==> config.mk <==
export PLATFORM = sky130hd
export DESIGN_NAME = rca_serial_sub
export DESIGN_NICKNAME = d
export VERILOG_FILES = /design/src/rtl/rca_pkg.sv /design/src/rtl/rca_serial_sub_fs.sv /design/src/rtl/rca_serial_sub.sv
export SDC_FILE = /design/constraint.sdc
export NUM_CORES = 1
export LEC_CHECK = 0
export BUFFER_PORTS_ARGS = -buffer_cell sky130_fd_sc_hd__buf_2
export CORE_AREA = 2 2 46 48
export DETAILED_ROUTE_END_ITERATION = 16
export DIE_AREA = 0 0 48 50
export GPL_TIMING_DRIVEN = 0
export PLACE_DENSITY_LB_ADDON = 0.15
export SETUP_SLACK_MARGIN = 0.02
export SYNTH_ARGS = -nofsm -noshare
export SYNTH_HDL_FRONTEND = slang
export SYNTH_SLANG_ARGS = --single-unit
==> constraint.sdc <==
create_clock -name clk -period 4.66 [get_ports clk]
set_clock_uncertainty 0.1 [all_clocks]
set_input_delay 0.699 -clock clk [delete_from_list [all_inputs] [get_ports clk]]
set_output_delay 0.699 -clock clk [all_outputs]
set_load 0.005 [all_outputs]
==> src/rtl/rca_pkg.sv <==
// Shared definitions for the bit-serial ripple subtractor.
package rca_pkg;

  localparam int DEFAULT_WIDTH = 4;

  typedef enum logic [1:0] {
    IDLE = 2'd0,
    RUN  = 2'd1,
    DONE = 2'd2
  } state_e;

endpackage

==> src/rtl/rca_serial_sub_fs.sv <==
// One-bit full subtractor cell: d = a - b - bin, with borrow out.
module fs (
  input  logic a,
  input  logic b,
  input  logic bin,
  output logic d,
  output logic bout
);

  assign d    = a ^ b ^ bin;
  assign bout = (~a & b) | (~(a ^ b) & bin);

endmodule

==> src/rtl/rca_serial_sub.sv <==
// Bit-serial subtractor on a valid/ready stream: diff = a - b - bin over WIDTH cycles.
module rca_serial_sub
  import rca_pkg::*;
#(
  parameter int WIDTH = DEFAULT_WIDTH
) (
  input  logic             clk,
  input  logic             rst_n,
  input  logic             in_valid,
  output logic             in_ready,
  input  logic [WIDTH-1:0] a,
  input  logic [WIDTH-1:0] b,
  input  logic             bin,
  output logic             out_valid,
  input  logic             out_ready,
  output logic [WIDTH-1:0] diff,
  output logic             bout,
  output logic             ovf
);

  localparam int CNT_W = $clog2(WIDTH);
  localparam logic [CNT_W-1:0] CNT_LAST = CNT_W'(WIDTH - 1);

  state_e             state_q, state_d;
  logic [WIDTH-1:0]   a_q, a_d;
  logic [WIDTH-1:0]   b_q, b_d;
  logic [WIDTH-1:0]   res_q, res_d;
  logic [WIDTH-1:0]   diff_q, diff_d;
  logic [CNT_W-1:0]   cnt_q, cnt_d;
  logic               br_q, br_d;
  logic               bout_q, bout_d;
  logic               ovf_q, ovf_d;

  logic               cell_d;
  logic               cell_bout;
  logic [WIDTH-1:0]   res_next;

  // Single cell reused each cycle; operands stay intact and are indexed by the counter.
  fs u_fs (
    .a    (a_q[cnt_q]),
    .b    (b_q[cnt_q]),
    .bin  (br_q),
    .d    (cell_d),
    .bout (cell_bout)
  );

  assign res_next = {cell_d, res_q[WIDTH-1:1]};

  always_comb begin
    state_d = state_q;
    a_d     = a_q;
    b_d     = b_q;
    res_d   = res_q;
    diff_d  = diff_q;
    cnt_d   = cnt_q;
    br_d    = br_q;
    bout_d  = bout_q;
    ovf_d   = ovf_q;

    unique case (state_q)
      IDLE: begin
        if (in_valid) begin
          a_d     = a;
          b_d     = b;
          br_d    = bin;
          cnt_d   = '0;
          state_d = RUN;
        end
      end
      RUN: begin
        res_d = res_next;
        br_d  = cell_bout;
        if (cnt_q == CNT_LAST) begin
          diff_d  = res_next;
          bout_d  = cell_bout;
          ovf_d   = (a_q[WIDTH-1] != b_q[WIDTH-1]) && (cell_d != a_q[WIDTH-1]);
          state_d = DONE;
        end else begin
          cnt_d = cnt_q + 1'b1;
        end
      end
      DONE: begin
        if (out_ready) state_d = IDLE;
      end
      default: state_d = IDLE;
    endcase
  end

  always_ff @(posedge clk or negedge rst_n) begin
    if (!rst_n) begin
      state_q <= IDLE;
      a_q     <= '0;
      b_q     <= '0;
      res_q   <= '0;
      diff_q  <= '0;
      cnt_q   <= '0;
      br_q    <= 1'b0;
      bout_q  <= 1'b0;
      ovf_q   <= 1'b0;
    end else begin
      state_q <= state_d;
      a_q     <= a_d;
      b_q     <= b_d;
      res_q   <= res_d;
      diff_q  <= diff_d;
      cnt_q   <= cnt_d;
      br_q    <= br_d;
      bout_q  <= bout_d;
      ovf_q   <= ovf_d;
    end
  end

  assign in_ready  = (state_q == IDLE);
  assign out_valid = (state_q == DONE);
  assign diff      = diff_q;
  assign bout      = bout_q;
  assign ovf       = ovf_q;

endmodule

**Yosys cells after proc, flatten, opt, wreduce, memory -nomap -nowiden**

Cells that the tools add are included.
Widths: inputs -> output; s select.

- Add/subtract/negate cells: 1
- Bitwise gates (word level): 7
- Magnitude comparators: 1
- Reductions and logical operators: 8
- Equal/unequal tests: 9
- Mux-type cells: 13

Operators with widths:

| kind | count |
|---|---|
| $mux 2 | 5 |
| $ne 2x2->1 const B | 3 |
| $pmux 2 s3 | 1 |
| $reduce_and 2->1 | 3 |
| $reduce_and 3->1 | 2 |
| $bmux 1 s2 | 2 |
| $eq 2x2->1 const B | 2 |
| $pmux 2 s2 | 1 |
| $lt 2x3->1 const B | 1 |
| $mux 1 | 3 |
| $add 2x1->2 const B | 1 |
| $and 1x1->1 | 2 |
| $eq 2x1->1 const B | 1 |
| $logic_not 2->1 | 1 |
| $ne 1x1->1 | 2 |
| $ne 2x1->1 const B | 1 |
| $not 1->1 | 2 |
| $pmux 1 s2 | 1 |
| $reduce_bool 2->1 | 1 |
| $xor 1x1->1 | 2 |
| $logic_and 1x1->1 | 1 |
| $or 1x1->1 | 1 |

- Output and inout bits: 8
- Input bits: 13
- Register bits after elaboration: 23
- Word-level logic and storage cells: 48

**Logic depth before layout (Yosys ltp)**

- Word-level depth: 7
- Mapped depth: 6
- Gate-level depth less buffers: 6

**Cells and area by module**

From an unflattened synthesis, not the netlist that was laid out.

- Cells, all modules: 72
- Area total of the unflattened synthesis: 1028.5 um^2

Modules (own cells, without submodules):

| module | instances | sequential area each (um^2) | cells an instance | area an instance (um^2) |
|---|---|---|---|---|
| rca_serial_sub | 1 | 550.5 | 68 | 997.2 |
| fs | 1 | 0.0 | 4 | 31.3 |

**Worst setup path before layout**

Ideal clock, no wire load.

- Path kind: reg-to-reg
- Start: register cnt_q[0]
- End: register ovf_q (netlist: ovf)
- Cell stages (with the launch flop): 6
- Arrival: 1.799 ns
- Setup time: 0.130 ns
- Path slack: 2.631 ns
- Buffers on the path: 0
- Period minus slack after synthesis: 2.029 ns
- Data required time: 4.430 ns
- Cell sequence: dfrtp_1 mux4_2 fa_1 and3b_1 a21oi_1 o21ai_0

- Word-level cells in the longest chain between the ends: 6
- Elaborated cells between the ends (all ways): 10
- Classes of those cells: eq/ne: 2; mux: 4; bitwise: 2; reduce/logical: 2

Ends and longest elaborated chain:

| element | line | source |
|---|---|---|
| from (decl) | rca_serial_sub.sv:29 | `logic [CNT_W-1:0] cnt_q, cnt_d;` |
| from (signal assigned) | rca_serial_sub.sv:106 | `cnt_q <= cnt_d;` |
| $bmux 1 s2 (on tied branches) | rca_serial_sub.sv:40, rca_serial_sub.sv:41 |  |
| $mux 1 (on tied branches) | rca_serial_sub.sv:40, rca_serial_sub.sv:41 |  |
| $xor 1x1->1 * (2 in a row) | rca_serial_sub_fs.sv:10 | `assign d = a ^ b ^ bin;` |
| via cell_d | rca_serial_sub.sv:34 | `logic cell_d;` |
| $ne 1x1->1 * | rca_serial_sub.sv:76 | `ovf_d = (a_q[WIDTH-1] != b_q[WIDTH-1]) && (cell_d != a_q[WIDTH-1]);` |
| $logic_and 1x1->1 * | rca_serial_sub.sv:76 |  |
| to (signal assigned) | rca_serial_sub.sv:109 | `ovf_q <= ovf_d;` |
| to (decl) | rca_serial_sub.sv:32 | `logic ovf_q, ovf_d;` |

The timed path passes the listed nets; every way through them passes the cells marked *. The select of a mux whose other input is x is not followed.
A chain may end at the register's enable or synchronous reset.

**Worst setup path after layout**

Ends and elaborated chain as after synthesis.

==> results_dict.tcl <==
set metrics [dict create \
    cp_slowest_stage_delay_ns 0.55 \
    synth.distinct_cells 21 \
    rsz0062_at_grt "false" \
    layout.cells.most_common_list "sky130_fd_sc_hd__dfrtp_1, sky130_fd_sc_hd__buf_2, sky130_fd_sc_hd__mux2_2" \
    post-route-min-period_ns 2.223 \
    timing_worst_setup_path_type "register to register" \
    cell_area_power_density_nw_per_um2 762.2 \
    drtAntennaViolNets 0 \
    critical_path_arrival_ns 2.31 \
    cts_inserted_buffers 3 \
    final_common_cell "sky130_fd_sc_hd__dfrtp_1" \
    postRouteWirelength_mm 1.550 \
    crit-reg2reg-capture "ovf" \
    maxClockFrequency_mhz 449.9 \
    chipWidth_um 48 \
    layout_net_count 110 \
    grt_pass1_vias 628 \
    grt_start_max_net_pins 23 \
    dieHeight_um 50 \
    flow.area_growth_from_synthesis_pct 18.77 \
    synth_cells 70 \
    seq_area_frac_synth 0.5542 \
    place_worst_setup_slack_ns 2.458 \
    cts.sink_count 22 \
    h-tree-depth 1 \
    hold-worst-slack_ns 0.2319 \
    power_leakage_nw 0.5586 \
    place_hpwl_mm 1.166 \
    setup_viol_count_final 0 \
    worst_pin_slew_ns 0.4697 \
    cpLargestDelayFamily "multiplexers" \
    drv_slew 0 \
    antennaDiodeCount 0 \
    gr_ovfl_total 0 \
    end_kind "register" \
    max_cap_viol_count 0 \
    worst-path-buf-inv 0 \
    floorplan.initialDensity 0.5224 \
    slew_headroom 0.6869 \
    io_buffers 20 \
    post-layout-total-power_w 0.0008993 \
    clock_tree_from_tritoncts "done" \
    period_share 0.4769 \
    cts-hold-fix-buffers 0 \
    max-clock-path-buffers 2 \
    critical_path.slowest_cell "sky130_fd_sc_hd__mux4_2" \
    fin_tns_setup_ns 0 \
    grt_first_pass_wirelength_mm 2.691 \
    cp_data_required_time_ns 4.75 \
    cts.reportedPaths.clkPinSlew_ns 0.12 \
    reg2regPathDepth 5 \
    clk-insertion-delay-late_ns 0.30 \
    run_status "complete, no violations" \
    vias_per_cell 5.124 \
    setup.worst_path.start_class "register" \
    synth_area_um2 993.5 \
    synth_warnings 0 \
    drc_errors_left 0 \
    pre_repair_dr_iteration_count 4 \
    hold_path_class "input pin to async pin" \
    avgRoutedWirePerCell_um 12.81 \
    crit_path_cell_trace "mux4_2 -> fa_1 -> and3b_1 -> a21oi_1 -> o21ai_0" \
    total_via_count_after_detailed_routing 620 \
    design.core.area_um2 1902 \
    ctsResizeCount 0 \
    die-area_um2 2400 \
    drt_iter0_markers 8 \
    vdd.ir_drop.worst_mv 0.3951 \
    ys_ff_latch 22 \
    total_grt_usage 0.1583 \
    final_core_utilization 0.6204 \
    setup_ws_ns 2.437 \
    rd_place_congestion 0.7243 \
    synth_area_per_cell_um2 14.19 \
    clock_tree.root_cell "sky130_fd_sc_hd__clkbuf_4" \
    finalHoldViolCount 0 \
    antenna_found_initial 0 \
    synthesis.nets 85 \
    rows 16 \
    postCtsSetupBuffers 0 \
    worst-r2r-setup-slack_ns 2.44 \
    num_io_pins 21 \
    r2r-start "cnt_q[0]" \
    post_route_cells_drive_above_1_share 0.4894 \
    critPathMaxFanout 5 \
]
## per-layer routing
metal	vias to the layer above	global-route usage	share of wire
li1	301	-	-
met1	307	0.2188	0.47
met2	12	0.2489	0.49
met3	0	0.03297	0.041
met4	0	0.04054	0
met5	-	0	0
## worst max path at each step
| stage | from | to | slack [ns] | depth (start not counted) |
|---|---|---|---|---|
| floorplan | cnt_q[0] | ovf | 2.63 | 5 |
| global placement | cnt_q[0] | ovf | 2.47 | 5 |
| detailed placement | cnt_q[0] | ovf | 2.46 | 5 |
| CTS | cnt_q[0] | ovf | 2.43 | 5 |
| global route | cnt_q[0] | ovf | 2.30 | 5 |
| finish | cnt_q[0] | ovf | 2.44 | 5 |
## layout make-up
type,instances,area (um^2)
sequential,22,550.5
buffer,2,16.27
timing repair buffer,20,100.1
clock buffer,3,22.52
tap,27,33.78
clock inverter,1,30.03
multi-input combinational,43,415.4
inverter,3,11.26
fill,154,721.9
## through the flow
step                instance area [um^2]  instances
floorplan                          993.5         70
global placement                    1127        117
detailed placement                  1127        117
CTS                                 1180        121
global route                        1180        121
finish                              1180        121
## worst register-to-register path: cells and delay by family, from the launching register on
kind	cells	cell delay, ns
DFF	1	0.49
muxes	1	0.55
adders and majority gates	1	0.55
AOI/OAI and AO/OA	2	0.20
and+or+nand+nor	1	0.21
## cell usage after synthesis, drive strengths merged
| library cell | number | area [um^2] |
|---|---|---|
| nand2b | 2 | 12.51 |
| a21oi | 2 | 10.01 |
| o21a | 1 | 7.510 |
| ha | 1 | 12.51 |
| nor2 | 3 | 11.26 |
| nand3b | 2 | 18.77 |
| buf | 2 | 16.26 |
| o21ai | 4 | 20.02 |
| dfrtp | 22 | 550.5 |
| fa | 1 | 20.02 |
| o21bai | 1 | 7.510 |
| nand2 | 2 | 7.510 |
| inv | 3 | 11.26 |
| a22o | 3 | 26.28 |
| nor3b | 1 | 18.77 |
| a2bb2oi | 1 | 8.760 |
| and3b | 1 | 8.760 |
| mux4 | 2 | 45.04 |
| mux2 | 16 | 180.2 |
## logic make-up (layout without fill, tap and decap cells)
kind of cell | count (synthesis) | in the layout | synth area share
AO/OA/AOI/OAI | 12 | 12 | 0.08062
AND/OR/NAND/NOR | 11 | 11 | 0.07809
adder cells (fa/ha/maj) | 2 | 2 | 0.03274
flip-flops | 22 | 22 | 0.5542
multiplexers | 18 | 18 | 0.2267
buffers and inverters | 5 | 29 | 0.02770
## power by group
group / switching, W / internal [W]
registers: 0.0000596 / 0.000289
clock network: 0.0000562 / 0.0000869
logic: 0.000168 / 0.000239
total: 0.000284 / 0.000615
## flip-flops by register name, indices dropped and copies added, names as in the netlist
| register | flops |
|---|---|
| diff | 4 |
| state_q | 2 |
| b_q | 4 |
| bout | 1 |
| res_q | 3 |
| a_q | 4 |
| ovf | 1 |
| br_q | 1 |
| cnt_q | 2 |
(Power assumes the default switching activity.)
